--- config.mk ---
export PLATFORM = sky130hd
export DESIGN_NAME = misr32
export DESIGN_NICKNAME = d
export VERILOG_FILES = /design/src/rtl/alu_result_checker_misr32.sv
export SDC_FILE = /design/constraint.sdc
export NUM_CORES = 1
export LEC_CHECK = 0
export CORE_MARGIN = 1.5
export CORE_UTILIZATION = 19
export DETAILED_ROUTE_END_ITERATION = 8
export PLACE_DENSITY = 0.81
export SYNTH_ARGS = -nofsm -noshare
export SYNTH_HDL_FRONTEND = slang
export SYNTH_SLANG_ARGS = --single-unit
--- constraint.sdc ---
create_clock -name vclk -period 0.8
set_input_delay 0.08 -clock vclk [all_inputs]
set_output_delay 0.08 -clock vclk [all_outputs]
set_load 0.1 [all_outputs]
--- src/rtl/alu_result_checker_misr32.sv ---
// One MISR step: shift left, fold in the polynomial when the MSB falls off, xor data.
// Latency: combinational.
// Backpressure: none.
module misr32 #(
  parameter logic [31:0] POLY = 32'h04C11DB7
) (
  input  logic [31:0] i_sig,
  input  logic [31:0] i_data,
  output logic [31:0] o_sig
);

  logic [31:0] w_fb;

  // Galois feedback term is the polynomial only when the outgoing bit is set
  assign w_fb  = i_sig[31] ? POLY : 32'h0;
  assign o_sig = {i_sig[30:0], 1'b0} ^ w_fb ^ i_data;

endmodule

==> impl_results.md, run 1 <==
- Status: stopped before the end
- Last stage: clock tree synthesis
- Stop Error: [ERROR DPL-0033] detailed placement checks failed during check placement.
- Post-Synthesis Cell Area: 505 sq um
- Post-synth top area cell: xor3_1
- Area contributors post-synth: xor3_1, xor2_1, xor3_4
- Post-synthesis area per instance: 15.3 sq um
- Sequential area share after synthesis: 0
- Syn Inst Count: 33
- GP Congestion: 0.667
- Top cell type's share of synthesized area: 0.376
- Yosys warnings: 0
- Netlist cell types: 4
- Initial Utilization: 0.202
- # rows: 18
- Cts repair resizes: 161
- Number of port buffers: 96
- Setup bufs post-CTS: 4
- Die H: 54.6 microns
- Syn Nets: 97
- Io pins: 96
- Hold Buf Count CTS: 0
- Die X: 54.6 microns
[cells by family after synthesis]
| group | Yosys count | synth area share |
|---|---|---|
| xor+xnor | 32 | 0.978 |
| buf+inv | 1 | 0.0223 |
[synthesized netlist by cell type]
cell type / instances
xor3_1: 8
xor3_4: 5
xor2_1: 19
buf_6: 1
[through the flow]
step	util	cells	cell area [sq um]	setup slack, ns
after floorplan	-	33	892	-0.177
after global placement	0.891	160	2230	-0.710
after detailed placement	0.891	160	2230	-0.735
==> run 2, diff against run 1 <==
--- a/config.mk
+++ b/config.mk
@@ -5,10 +5,10 @@
 export SDC_FILE = /design/constraint.sdc
 export NUM_CORES = 1
 export LEC_CHECK = 0
-export CORE_MARGIN = 1.5
-export CORE_UTILIZATION = 19
+export CORE_AREA = 2 2 63 65
 export DETAILED_ROUTE_END_ITERATION = 8
-export PLACE_DENSITY = 0.81
+export DIE_AREA = 0 0 65 67
+export PLACE_DENSITY_LB_ADDON = 0.15
 export SYNTH_ARGS = -nofsm -noshare
 export SYNTH_HDL_FRONTEND = slang
 export SYNTH_SLANG_ARGS = --single-unit
==> constraint.sdc (replaced) <==
create_clock -name vclk -period 1.05
set_input_delay 0.105 -clock vclk [all_inputs]
set_output_delay 0.105 -clock vclk [all_outputs]
set_load 0.1 [all_outputs]
==> run 2 against run 1 <==
Net effect: synthesized cell count stayed put; area after synthesis stayed put; the flow now finishes, with violations (setup timing).
==> impl_results.md, run 2 <==
- Hold Buf Count CTS: 0
- Pre-Repair DR Iteration Count: 2
- # rows: 22
- Unrepaired setup endpoints after global routing: true
- CLK BUF: 0
- First-pass GRT wire length: 4260 microns
- Peak supply drop: 843 uV
- Area contributors post-synth: xor3_1, xor2_1, xor3_4
- Yosys warnings: 0
- Routed len/inst: 14.6 microns
- Commonest cells post-synth: xor2_1, xor3_1, xor3_4, buf_6
- Pin count of the biggest net entering global routing: 8
- P&R area growth vs syn: 335%
- Worst-Margin Slew: 0.194 ns
- Ant. Diodes: 0
- Vias per cell: 3.57
- Final hold vios: 0
- Die area: 0.00436 sq mm
- Die H: 67 microns
- Hold crit path type: input pin to output pin
- Max Slew Vio Count: 0
- Crit. End Element: output pin
- Post-Synthesis Cell Area: 505 sq um
- Worst EP required: 0.94 ns
- Finish-stage setup viols: 10
- Crit path to: o_sig[7]
- Die X: 65 microns
- Setup WS post-layout: -0.0483 ns
- Netlist cell types: 4
- Pwr Density: 1130 mW/mm^2
- GRT Total Usage: 0.130
- Status: finished, violations left
- CP Class: input pin to output pin
- Worst EP arrival: 0.99 ns
- Count leader, synth: xor2_1
- Post-synth top area cell: xor3_1
- Routed wl met3: 372 microns
- CP cell instances: buf_8 -> buf_16 -> xor3_4 -> buf_12
- Worst path slowest cell: xor3_4
- CP top delay family: XOR/XNOR gates
- Post-Layout Cell Count: 183
- Crit path from: i_sig[31]
- Syn Nets: 97
- WL met2: 1390 microns
- Core area: 0.00361 sq mm
- Final wirelength: 2660 microns
- Vias: 654
- Global route total overflow: 0
- Final Critical Period: 1.10 ns
- M1 wire length: 828 microns
- Worst Path Max Fanout: 5
- Startpoint types: input pin
- Vias in the first global route: 794
- Nets: 201
- Worst path max stage delay: 0.49 ns
- FFs & Latches: 0
- Most frequent cells in the layout: dlygate4sd2_1, buf_12, xor2_4
- Final ANT Viol Nets: 0
- Top cell type's share of synthesized area: 0.376
- Max transition margin: 0.870
- Antenna violations before repair: 0
- Post-synthesis area per instance: 15.3 sq um
- Total power: 2490 uW
- Register Area: 0 sq um
- Initial Utilization: 0.140
- Number of port buffers: 96
- Placed instance count: 177
- Most common library cell in the layout ignoring fill and taps: dlygate4sd2_1
- Stages on worst setup path: 4
- Syn Inst Count: 33
- Fmax: 910 MHz
- Period utilisation layout: 1.05
- Post-route DRC violation count: 0
- Top Layer Used: met4
- Post-DP HPWL: 2370 microns
- Failing checks: setup timing
- Sequential area share after synthesis: 0
- Initial DRC count: 2
- Layout filler cell count: 306
- Share of post-route cells with drive strength above 1: 0.644
- CP bufs+invs: 3
- Leak: 0.00102 uW
- Io pins: 96
- GP Congestion: 0.677
- Max-cap violations: 0
-- run 2: cell counts after synthesis --
No cell type changed its count.
-- run 2: report_power, final --
| part | switching [uW] | internal, uW |
|---|---|---|
| sequential | 0 | 0 |
| combinational | 1490 | 1000 |
| clock | 0 | 0 |
-- run 2: cell type report --
class                           instances  area, sq um  share of cell area
Timing Repair Buffer                  103         1260               0.572
Multi-Input combinational cell         32          881               0.400
Tap cell                               48         60.1              0.0273
-- run 2: timing repair --
item / 4_1_cts / 5_1_grt
setup buffers: 3 / 2
pin swaps: 13 / 9
cloned: 1 / 0
gates resized for setup: 92 / 20
endpoints found under the setup margin: 32 / 13
-- run 2: logic make-up after synthesis --
kind of cell / Yosys count / share of synthesized area
buffers and inverters: 1 / 0.0223
xor gates and xnor gates: 32 / 0.978
-- run 2: metrics by stage --
stage               hold WS, ns  area, sq um  setup slack, ns  utilization  TNS (ns)
finish                    0.740         2200          -0.0483        0.610    -0.301
CTS                       0.743         2230          -0.0666        0.618    -0.622
global route              0.753         2200          -0.0587        0.610    -0.427
detailed placement         1.01         2240           -0.553        0.622     -8.84
floorplan                 0.406          892           0.0190            -         0
global placement           1.01         2240           -0.549        0.622     -8.62
-- run 2: layer usage --
| metal | up-vias | global-route usage |
|---|---|---|
| met2 | 60 | 0.229 |
| met5 | - | 0 |
| li1 | 300 | - |
| met1 | 290 | 0.153 |
| met3 | 4 | 0.0439 |
| met4 | 0 | 0.0266 |
-- run 2: tightest hold or removal path: cells and delay by family --
kind                   cells  cell delay (ns)
buffers and inverters      2             0.44
XOR/XNOR                   1             0.09
-- run 2: how the worst min path moves through the flow --
| stage | startpoint | endpoint | slack [ns] | cells after the start |
|---|---|---|---|---|
| after floorplan | i_data[0] | o_sig[0] | 0.41 | 1 |
| after global placement | i_sig[16] | o_sig[17] | 1.01 | 3 |
| after detailed placement | i_sig[8] | o_sig[9] | 1.01 | 3 |
| after CTS | i_sig[8] | o_sig[9] | 0.74 | 3 |
| after global routing | i_sig[8] | o_sig[9] | 0.75 | 3 |
| final | i_sig[8] | o_sig[9] | 0.74 | 3 |
Power figures use the tool's default switching activity.
